File: src/rtl/mips_sc_controller.sv
// Control FSM for the MIPS single-cycle datapath: sequences FETCH/EXEC, decodes
// the instruction in EXEC, and tracks halt, illegal and retired-instruction status.
module mips_sc_controller #(
    parameter int          FETCH_CYCLES = 1,
    parameter logic [5:0]  HALT_OPCODE  = 6'h3F,
    parameter int          CNT_WIDTH    = 32
) (
    input  logic                 clk,
    input  logic                 rst,
    input  logic                 run,
    input  logic [31:0]          instruction_bus,
    input  logic                 zer,
    input  logic                 st,
    output logic                 reg_write_en,
    output logic [1:0]           reg_write_sel,
    output logic                 pc_load_en,
    output logic [1:0]           pc_next_sel,
    output logic                 ALU_B_sel,
    output logic [2:0]           ALU_op_code,
    output logic                 mem_write_en,
    output logic                 mem_read_en,
    output logic                 mem_out_sel,
    output logic                 slt_ALU_sel,
    output logic                 jal_sel,
    output logic                 halted,
    output logic                 illegal,
    output logic [CNT_WIDTH-1:0] retired_count
);

    localparam logic [1:0] S_IDLE  = 2'd0;
    localparam logic [1:0] S_FETCH = 2'd1;
    localparam logic [1:0] S_EXEC  = 2'd2;
    localparam logic [1:0] S_HALT  = 2'd3;

    localparam logic [2:0] WAIT_LAST = 3'(FETCH_CYCLES - 1);

    localparam logic [2:0] ALU_ADD = 3'd0;
    localparam logic [2:0] ALU_SUB = 3'd1;
    localparam logic [2:0] ALU_AND = 3'd2;
    localparam logic [2:0] ALU_OR  = 3'd3;

    logic [1:0]           state_q, state_d;
    logic [2:0]           wait_q, wait_d;
    logic [CNT_WIDTH-1:0] retired_q, retired_d;
    logic                 halted_q, halted_d;
    logic                 illegal_q, illegal_d;

    logic [5:0] opcode;
    logic [5:0] funct;
    assign opcode = instruction_bus[31:26];
    assign funct  = instruction_bus[5:0];

    // st is consumed by the datapath mux that slt_ALU_sel steers, not here.
    logic unused_inputs;
    assign unused_inputs = ^{st, instruction_bus[25:6]};

    logic       dec_legal;
    logic       dec_halt;
    logic       dec_rwe;
    logic [1:0] dec_rws;
    logic [1:0] dec_nps;
    logic       dec_bsel;
    logic [2:0] dec_op;
    logic       dec_mwe;
    logic       dec_mre;
    logic       dec_mos;
    logic       dec_slt;
    logic       dec_jal;

    always_comb begin
        dec_legal = 1'b0;
        dec_halt  = 1'b0;
        dec_rwe   = 1'b0;
        dec_rws   = 2'd0;
        dec_nps   = 2'd0;
        dec_bsel  = 1'b0;
        dec_op    = ALU_ADD;
        dec_mwe   = 1'b0;
        dec_mre   = 1'b0;
        dec_mos   = 1'b0;
        dec_slt   = 1'b0;
        dec_jal   = 1'b0;
        if (opcode == HALT_OPCODE) begin
            dec_halt = 1'b1;
        end else begin
            case (opcode)
                6'h00: begin
                    dec_legal = 1'b1;
                    dec_rwe   = 1'b1;
                    case (funct)
                        6'h20: dec_op = ALU_ADD;
                        6'h22: dec_op = ALU_SUB;
                        6'h24: dec_op = ALU_AND;
                        6'h25: dec_op = ALU_OR;
                        6'h2A: begin
                            dec_op  = ALU_SUB;
                            dec_slt = 1'b1;
                        end
                        6'h08: begin
                            dec_rwe = 1'b0;
                            dec_nps = 2'd3;
                        end
                        default: dec_legal = 1'b0;
                    endcase
                end
                6'h08: begin
                    dec_legal = 1'b1;
                    dec_rwe   = 1'b1;
                    dec_rws   = 2'd1;
                    dec_bsel  = 1'b1;
                end
                6'h0A: begin
                    dec_legal = 1'b1;
                    dec_rwe   = 1'b1;
                    dec_rws   = 2'd1;
                    dec_bsel  = 1'b1;
                    dec_op    = ALU_SUB;
                    dec_slt   = 1'b1;
                end
                6'h23: begin
                    dec_legal = 1'b1;
                    dec_rwe   = 1'b1;
                    dec_rws   = 2'd1;
                    dec_bsel  = 1'b1;
                    dec_mre   = 1'b1;
                    dec_mos   = 1'b1;
                end
                6'h2B: begin
                    dec_legal = 1'b1;
                    dec_bsel  = 1'b1;
                    dec_mwe   = 1'b1;
                end
                6'h04: begin
                    dec_legal = 1'b1;
                    dec_op    = ALU_SUB;
                    dec_nps   = zer ? 2'd1 : 2'd0;
                end
                6'h02: begin
                    dec_legal = 1'b1;
                    dec_nps   = 2'd2;
                end
                6'h03: begin
                    dec_legal = 1'b1;
                    dec_nps   = 2'd2;
                    dec_rwe   = 1'b1;
                    dec_rws   = 2'd2;
                    dec_jal   = 1'b1;
                end
                default: dec_legal = 1'b0;
            endcase
        end
    end

    // Halt and illegal instructions leave every control at 0, freezing the PC on them.
    logic exec_active;
    assign exec_active = (state_q == S_EXEC) && dec_legal;

    assign reg_write_en  = exec_active & dec_rwe;
    assign reg_write_sel = exec_active ? dec_rws : 2'd0;
    assign pc_load_en    = exec_active;
    assign pc_next_sel   = exec_active ? dec_nps : 2'd0;
    assign ALU_B_sel     = exec_active & dec_bsel;
    assign ALU_op_code   = exec_active ? dec_op : 3'd0;
    assign mem_write_en  = exec_active & dec_mwe;
    assign mem_read_en   = exec_active & dec_mre;
    assign mem_out_sel   = exec_active & dec_mos;
    assign slt_ALU_sel   = exec_active & dec_slt;
    assign jal_sel       = exec_active & dec_jal;
    assign halted        = halted_q;
    assign illegal       = illegal_q;
    assign retired_count = retired_q;

    always_comb begin
        state_d   = state_q;
        wait_d    = wait_q;
        retired_d = retired_q;
        halted_d  = halted_q;
        illegal_d = illegal_q;
        case (state_q)
            S_IDLE: begin
                state_d = S_FETCH;
                wait_d  = 3'd0;
            end
            S_FETCH: begin
                if (run) begin
                    if (wait_q == WAIT_LAST) begin
                        state_d = S_EXEC;
                        wait_d  = 3'd0;
                    end else begin
                        wait_d = wait_q + 3'd1;
                    end
                end
            end
            S_EXEC: begin
                if (dec_legal) begin
                    state_d   = S_FETCH;
                    wait_d    = 3'd0;
                    retired_d = retired_q + 1'b1;
                end else begin
                    state_d  = S_HALT;
                    halted_d = 1'b1;
                    if (!dec_halt) begin
                        illegal_d = 1'b1;
                    end
                end
            end
            default: state_d = S_HALT;
        endcase
    end

    always_ff @(posedge clk or posedge rst) begin
        if (rst) begin
            state_q   <= S_IDLE;
            wait_q    <= 3'd0;
            retired_q <= '0;
            halted_q  <= 1'b0;
            illegal_q <= 1'b0;
        end else begin
            state_q   <= state_d;
            wait_q    <= wait_d;
            retired_q <= retired_d;
            halted_q  <= halted_d;
            illegal_q <= illegal_d;
        end
    end

endmodule

File: config.mk
export PLATFORM = sky130hd
export DESIGN_NAME = mips_sc_controller
export DESIGN_NICKNAME = d
export VERILOG_FILES = /design/src/rtl/mips_sc_controller.sv
export SDC_FILE = /design/constraint.sdc
export NUM_CORES = 1
export LEC_CHECK = 0
export ABC_AREA = 1
export CAP_MARGIN = 0
export CORE_MARGIN = 10
export CORE_UTILIZATION = 40
export CTS_BUF_LIST = sky130_fd_sc_hd__clkbuf_2
export DETAILED_ROUTE_END_ITERATION = 8
export PLACE_DENSITY = 0.72
export SLEW_MARGIN = 0
export SYNTH_ARGS = -nofsm -noshare
export SYNTH_HDL_FRONTEND = slang
export SYNTH_SLANG_ARGS = --single-unit
File: constraint.sdc
create_clock -name clk -period 1.6 [get_ports clk]
set_clock_uncertainty 0.05 [all_clocks]
set_input_delay 0.32 -clock clk [delete_from_list [all_inputs] [get_ports clk]]
set_output_delay 0.32 -clock clk [all_outputs]
set_load 0.03 [all_outputs]
Yosys cells after proc, flatten, opt, wreduce, memory -nomap -nowiden
Index checks and enable logic that the tools add are counted.

Bits of input ports: 37. Flip-flop bits (word level): 39. Output and inout bits: 49. Logic and storage cells: 90.

Equality and inequality tests: 19. Add/subtract/negate cells: 2. Bitwise operators: 8. Muxes and demuxes: 38. Reductions and logical operators: 18.

Operator list (number): equality test 6 bit, second input constant (8); adder 32 x 1 -> 32 bit, second input constant (1); equality test 6 x 4 -> 1 bit, second input constant (3); 2-to-1 mux 2 bit (9); one-hot mux 2 bit (3 select lines) (3); 2-to-1 mux 1 bit (16); equality test 6 x 2 -> 1 bit, second input constant (2); 2-to-1 mux 3 bit (4); one-hot mux 3 bit (3 select lines) (1); one-hot mux 2 bit (2 select lines) (2); OR reduction 4 bit (2); OR reduction 7 bit (1); bitwise AND 1 bit (6); equality test 6 x 3 -> 1 bit, second input constant (1); zero test 6 bit (1); != test 2 bit, second input constant (3); one-hot mux 1 bit (2 select lines) (3); AND reduction 2 bit (3); AND reduction 3 bit (2); OR reduction 2 bit (3); OR reduction 6 bit (1); adder 3 x 1 -> 3 bit, second input constant (1); zero test 3 bit (1); nonzero test 3 bit (1); other kinds (6) (7).

Longest topological paths before layout
Gate-level depths: netlist of the first run.

Word-level depth: 7. Depth in mapped cells: 12. Mapped depth without buffers: 12.

Least setup slack after synthesis of the first run
Ideal clock, no wire load.

Kind: input to output. From: in instruction_bus[31]. To: out reg_write_sel[1]. Arrival time: 1.869 ns. Buffers on the path: 2. Stages: 9. Path slack: -0.639 ns. Data required time: 1.230 ns. Cell sequence: nor2_4 nand3_2 nor2_4 nor2_2 nand3_4 nand2_8 buf_2 nor2_1 buf_4.

Word-level cells in the longest chain between the ends: 6. Elaborated cells between the ends (all ways): 17. Those cells by class: 8 x eq/ne; 5 x mux; 4 x reduce/logical.

Ends and longest elaborated chain: from (decl) (RTL line 11) `input logic [31:0] instruction_bus,`; equality test 6 x 2 -> 1 bit, or another cell as far along (RTL line 86) `case (opcode)`; OR reduction 7 bit (no line); one-hot mux 1 bit (2 select lines) (RTL line 86); 2-to-1 mux 1 bit (RTL line 83) `if (opcode == HALT_OPCODE) begin`; logical AND 1 bit (RTL line 156) `assign exec_active = (state_q == S_EXEC) && dec_legal;`; 2-to-1 mux 2 bit * (RTL line 159) `assign reg_write_sel = exec_active ? dec_rws : 2'd0;`; to (decl) (RTL line 15) `output logic [1:0] reg_write_sel,`.

Mark *: on every way between the ends. The rest lies on a longest branch, timed or not.

Worst setup path in the final report of the first run
From: in instruction_bus[28]. To: out ALU_B_sel.

Word-level cells in the longest chain between the ends: 6. Elaborated cells between the ends (all ways): 17. Those cells by class: 8 x eq/ne; 4 x mux; 1 x bitwise; 4 x reduce/logical.

Ends and longest elaborated chain: equality test 6 x 2 -> 1 bit, or another cell as far along (RTL line 86); OR reduction 7 bit (no line); one-hot mux 1 bit (2 select lines) (RTL line 86); 2-to-1 mux 1 bit (RTL line 83); logical AND 1 bit (RTL line 156); bitwise AND 1 bit * (RTL line 162) `assign ALU_B_sel = exec_active & dec_bsel;`; to (decl) (RTL line 18) `output logic ALU_B_sel,`.

Marked as above.

==> flow_summary.toml, run 1 <==
[status]
status = "finished with violations"
violations = "setup timing"

[setup_path]
path_buf_inv = 5
cp_cell_sequence = "buf_2, inv_2, nand3_1, nor2_2, buf_4, nand2_1, nand3_1, inv_1, a21oi_4, buf_6"
worstPathArrival_ns = 1.66
crit_top_cell = "nand3_1"
r2r_cells = 9
r2r_start = "retired_count[8]$_DFFE_PP0P_"
end_kind = "output port"
r2r-end = "retired_count[12]$_DFFE_PP0P_"
critPathMaxStageDelay_ns = 0.20
slowest_stage = "nor2_2"
cp-start-kind = "input port"
worstSetupPathType = "in2out"
cp.required_ns = 1.23
cp_top_family = "buffers and inverters"
ff2ff_setup_slack_ns = -0.06
crit_fanout = 3

[sta]
hold_viol = 0
rsz0062_at_grt = "yes"
final-setup-viol-count = 29
drv_slew = 0
fin_ws_ns = -0.434
period_minus_slack_ns = 2.03
fmax_mhz = 492
tns_ns = -5.85
post-route-period-util_pct = 127

[die]
die_w_um = 105
dieHeight_um = 105
core_area_mm2 = 0.00691
start_util_pct = 41.6
die_area_mm2 = 0.0110
std_cell_rows = 30
io_pins = 86

[logic_synthesis]
synth_edf_count = 0
synth-seq-cells = 39
syn_area_mm2 = 0.00288
async_reset_ff_share_pct = 100
synthCells = 407
avgSynthCellArea_um2 = 7.06
syn_nets = 447
yosysTopAreaCell = "dfrtp_1"
ys.flop_type = "dfrtp_1"
synth.top_cells.by_area = "dfrtp_1 (34%), nand2_1 (16%), inv_1 (7.0%)"
ys_warn_count = 0
synth_cell_types = 31
netlist.area_leader.share_pct = 33.9
ys_seq_area_share_pct = 33.9
synthTopCellsByCount = "nand2_1 (126), inv_1 (54), nor2_1 (51), dfrtp_1 (39), nand3_1 (18)"
synth_most_common_cell = "nand2_1"

[grt]
grt_max_degree = 40
grt_pass1_vias = 3293
grt_pass1_wl_mm = 15.7
grt_overflow = 0
grt.total_usage_pct = 16.8
antenna_found_initial = 1

[routing]
ant_nets = 0
avgRoutedWirePerCell_um = 16.3
first_pass_iters = 5
via_per_inst = 5.07
dr.first_iter.drc_count = 162
drc_errors = 0
vias = 3421
routed_wl_mm = 11.0

[clock_network]
ctsLongestPathBuffers = 2
cts_sinks = 39
cts_buffers = 5
cts.clk_slew.worst_paths_ns = 0.27
cts_root_buf = "clkbuf_2"
htreeDepth = 2
cts_tree = "built"
clkLatencyLatePin_ns = 0.47

[final_layout]
fin_nets = 617
fillers = 499
drive_gt1_share_pct = 57.1
final_cells = 675
syn_to_final_growth_pct = 75.4

[power]
irDropWorstVdd_mv = 0.304
p_total_mw = 1.83
p_per_area_mw_per_mm2 = 362
p_leak_nw = 2.44

[placed_design]
routabilityCongestion = 0.920
port_buffers = 63
dp.cells = 617
dpl.hpwl_mm = 6.88

[hold_path]
hold_class = "in2async"

[run]
maxCapViolations = 0
==> worst max path at each step <==
stage	slack, ns	from	cells past startpoint	end
after detailed placement	-0.78	instruction_bus[5]	10	slt_ALU_sel
after global routing	-0.52	state_q[1]$_DFFE_PP0P_	6	ALU_op_code[1]
after CTS	-0.39	state_q[1]$_DFFE_PP0P_	6	slt_ALU_sel
after floorplan	-0.29	instruction_bus[31]	9	mem_read_en
after global placement	-0.73	instruction_bus[27]	9	slt_ALU_sel
final	-0.43	instruction_bus[28]	10	ALU_B_sel
==> metrics by stage <==
step	hold WS, ns	setup WS (ns)	util, %	cell area [µm²]
after global placement	0.395	-0.727	59.3	4090
after CTS	0.166	-0.391	64.2	4430
after global routing	0.122	-0.518	73.0	5040
after detailed placement	0.401	-0.782	59.3	4090
after floorplan	0.384	-0.286	-	3040
final	0.0974	-0.434	73.0	5040
==> layout by cell type, fill, tap and decap left out, types with 2 or more instances in the layout <==
| cell type | netlist | layout |
|---|---|---|
| a21oi_1 | 6 | 3 |
| a21oi_4 | 0 | 2 |
| buf_12 | 2 | 6 |
| buf_2 | 1 | 25 |
| buf_4 | 4 | 87 |
| buf_6 | 1 | 30 |
| clkbuf_16 | 0 | 3 |
| clkbuf_2 | 0 | 11 |
| clkdlybuf4s15_2 | 0 | 11 |
| clkdlybuf4s50_1 | 0 | 3 |
| dfrtp_1 | 39 | 27 |
| dfrtp_2 | 0 | 12 |
| ha_1 | 3 | 2 |
| inv_1 | 54 | 44 |
| inv_2 | 2 | 10 |
| inv_4 | 0 | 2 |
| nand2_1 | 126 | 92 |
| nand2_2 | 1 | 29 |
| nand2_4 | 0 | 6 |
| nand2_8 | 1 | 2 |
| nand3_1 | 18 | 12 |
| nand3_2 | 9 | 13 |
| nand3_4 | 1 | 3 |
| nand3b_1 | 2 | 2 |
| nand4_1 | 11 | 11 |
| nor2_1 | 51 | 18 |
| nor2_2 | 7 | 14 |
| nor2_4 | 3 | 29 |
| nor3_1 | 14 | 3 |
| nor3_2 | 0 | 4 |
| nor3_4 | 0 | 7 |
| o21ai_0 | 9 | 6 |
| o21ai_1 | 3 | 4 |
| o21ai_2 | 13 | 14 |
| xnor2_1 | 6 | 5 |
| xor2_1 | 15 | 13 |
| xor2_2 | 0 | 2 |
==> worst min-delay path, stage by stage <==
cell and delay (ns):
clkdlybuf4s50_1 0.39, inv_1 0.09, buf_12 0.24
==> timing repair <==
| item | in CTS | in global routing |
|---|---|---|
| gates cloned | 1 | 3 |
| hold buffers | 0 | 0 |
| pin swaps | 25 | 65 |
| buffers inserted | 21 | 26 |
| setup endpoints to repair | 82 | 64 |
| gates resized for setup | 182 | 160 |
| hold endpoints to repair | 0 | 0 |
==> cells by family (layout without fill, tap and decap cells) <==
logic type | Yosys count | count (layout) | share of synthesized area (%)
DFF | 39 | 39 | 33.9
AOI/OAI and AO/OA | 32 | 32 | 7.35
buffers and inverters | 66 | 236 | 11.2
and+or+nand+nor | 245 | 246 | 39.6
other | 1 | 2 | 0.130
adders and majority gates | 3 | 3 | 1.31
xor gates and xnor gates | 21 | 21 | 6.40
==> state kept, by name, summed over array words and instances, names as in the netlist <==
| signal | count |
|---|---|
| state_q | 2 |
| halted | 1 |
| retired_count | 32 |
| illegal | 1 |
| wait_q | 3 |
==> area by class of cell <==
class / instances / area [µm²] / share of cell area, %
clock inverter: 3 / 38.8 / 0.769
clock buffer: 5 / 25.0 / 0.496
timing repair buffer: 171 / 1500 / 29.6
antenna: 1 / 2.50 / 0.0496
sequential: 39 / 991 / 19.6
inverter: 57 / 226 / 4.49
multi-input combinational: 303 / 2140 / 42.5
tap: 96 / 120 / 2.38
==> where the power goes <==
| part | total [mW] | switching, mW | internal, mW |
|---|---|---|---|
| Sequential | 0.988 | 0 | 0.988 |
| Clock | 0.640 | 0.384 | 0.257 |
| Combinational | 0.198 | 0.117 | 0.0814 |
==> layer usage <==
| metal | GRT usage [%] | part of all wire, % | vias up |
|---|---|---|---|
| met5 | 0 | 0 | - |
| met1 | 20.5 | 40 | 1639 |
| li1 | - | - | 1613 |
| met4 | 6.27 | 3.5 | 0 |
| met3 | 3.07 | 5.3 | 37 |
| met2 | 28.8 | 51 | 132 |
No activity file was read; power rests on OpenSTA's default activity.
==> run 2: changes to the inputs <==
CTS_CLUSTER_SIZE = 14   (was unset)
==> results of run 2 <==
Final layout, timing and power as in run 1 (identical DEF).
==> run 3: changes to the inputs <==
CORE_UTILIZATION = 44   (was 40)
PLACE_DENSITY = 0.78   (was 0.72)
==> flow_summary.toml, run 3 (synthesis gave the netlist of run 1 again) <==
[setup_path]
cp.required_ns = 1.23
cp_cell_sequence = "buf_4, nor2_4, nand3_4, nor2_4, nor2_4, nand3_4, nand4_1, nor2_1, buf_4"
r2r_start = "retired_count[16]$_DFFE_PP0P_"
worstSetupPathType = "in2out"
end_kind = "output port"
cp-start-kind = "input port"
crit_top_cell = "nor2_4"
path_buf_inv = 2
crit_fanout = 5
critPathMaxStageDelay_ns = 0.18
slowest_stage = "nor2_4"
cp_top_family = "simple AND/OR/NAND/NOR gates"
ff2ff_setup_slack_ns = -0.01
worstPathArrival_ns = 1.60
setup.worst_path.start = "instruction_bus[31]"

[sta]
rsz0062_at_grt = "yes"
final-setup-viol-count = 17
fin_ws_ns = -0.369
hold_viol = 0
fmax_mhz = 508
post-route-period-util_pct = 123
drv_slew = 0
period_minus_slack_ns = 1.97
whs_ns = 0.156

[power]
p_leak_nw = 2.17
switching_power_mw = 0.445
p_seq_share_pct = 61.1
p_total_mw = 1.62
p_per_area_mw_per_mm2 = 359
clock_power_share_pct = 28.8
power.internal_mw = 1.17
irDropWorstVdd_mv = 0.223
power_frac_comb_pct = 10.1
sw_frac_of_total_pct = 27.5

[routing]
dr.first_iter.drc_count = 194
drc_errors = 0
ant_nets = 0
first_pass_iters = 4
routed_wl_mm = 9.50
via_per_inst = 5.15
avgRoutedWirePerCell_um = 15.3
vias = 3204

[clock_network]
cts_sinks = 39
cts_root_buf = "clkbuf_2"
cts.clk_slew.worst_paths_ns = 0.22
htreeDepth = 2
ctsLongestPathBuffers = 2
cts_hold_buffers = 0
clkLatencyLatePin_ns = 0.43
cts_tree = "built"
cts_buffers = 5

[hold_path]
hold_class = "in2async"

[grt]
grt_max_degree = 40
use_met1_pct = 19.9
grtUsageMet3_pct = 4.46
busiest_layer = "met2"
grtUsageMet2_pct = 29.4
grt_pass1_vias = 3142
grt_pass1_wl_mm = 14.4
grt.total_usage_pct = 17.2
antenna_found_initial = 0
grt_overflow = 0

[final_layout]
largest_reg_flops = 32
fin_nets = 584
final_common_cell = "nand2_1"
diodes = 0
layout_common_cells = "nand2_1 (99), buf_4 (76), inv_1 (44)"
syn_to_final_growth_pct = 56.4
final_area_mm2 = 0.00450
drive_gt1_share_pct = 52.1
final_cells = 622
post-route-util_pct = 70.8

[placed_design]
dpl_cell_area_mm2 = 0.00402
dpl.hpwl_mm = 6.77
routabilityCongestion = 0.936
dp.cells = 590
port_buffers = 63

[die]
std_cell_rows = 29
core_area_mm2 = 0.00635
io_pins = 86
die_w_um = 101
start_util_pct = 45.3
die_area_mm2 = 0.0102
dieHeight_um = 101

[status]
status = "finished with violations"
violations = "setup timing"

[run]
maxCapViolations = 0
[run 3: cell types whose count changed in the layout (fill, tap and decap cells not counted), moves of 3 or more]
cell / delta
buf_6: -13
buf_4: -11
nand2_1: +7
nor2_4: -7
nand2_2: -6
nor2_2: +5
buf_12: -4
buf_2: -4
clkbuf_16: -3
clkdlybuf4s15_2: +3
nor3_2: +3
[run 3: repair_timing]
action,4_1_cts,5_1_grt
buffers inserted,12,12
cloned,0,0
endpoints found under the setup margin,84,48
gates resized for setup,177,103
pin swaps,18,37
[run 3: through the flow]
step	setup WS, ns	TNS, ns
6_report	-0.369	-3.96
5_1_grt	-0.439	-5.49
4_1_cts	-0.348	-3.61
3_5_place_dp	-0.792	-33.51
3_3_place_gp	-0.719	-29.67
2_1_floorplan	-0.286	-2.36
[run 3: final cells by class]
class	count	area, µm²
Multi-Input combinational cell	302	2010
Fill cell	453	1850
Timing Repair Buffer	139	1130
Sequential cell	39	991
Inverter	57	226
Tap cell	77	96.3
Clock buffer	7	35.0
Clock inverter	1	5.00
[run 3: worst reg2reg max path: cells and delay by family (launching register included)]
family / cells / cell delay (ns)
and+or+nand+nor: 5 / 0.51
buffers and inverters: 2 / 0.28
DFF: 1 / 0.46
AOI/OAI and AO/OA: 2 / 0.23
[run 3: worst paths after layout]
kind | endpoint | cells past startpoint
min in group clk | illegal$_DFFE_PP0P_ | 4
worst max register to register | retired_count[21]$_DFFE_PP0P_ | 9
worst max-delay path | ALU_op_code[1] | 9
worst min register to register | halted$_DFFE_PP0P_ | 2
max in group asynchronous | retired_count[9]$_DFFE_PP0P_ | 3
worst min-delay path | retired_count[18]$_DFFE_PP0P_ | 3
[run 3: power groups by stage]
stage	combinational [mW]	clock, mW	sequential [mW]
after CTS	0.159	0.468	0.987
after global placement	0.150	0	1.00
after global routing	0.178	0.509	0.988
final	0.163	0.465	0.987
after detailed placement	0.155	0	1.00
after floorplan	0.0700	0	1.00
[run 3: metal layers]
layer  wire length, µm  vias to the layer above  part of all wire, %
met3               646                       26                  6.8
met4               263                        0                  2.8
met5                 0                        -                    0
li1                  -                     1550                    -
met2              4720                      111                   50
met1              3860                     1517                   41
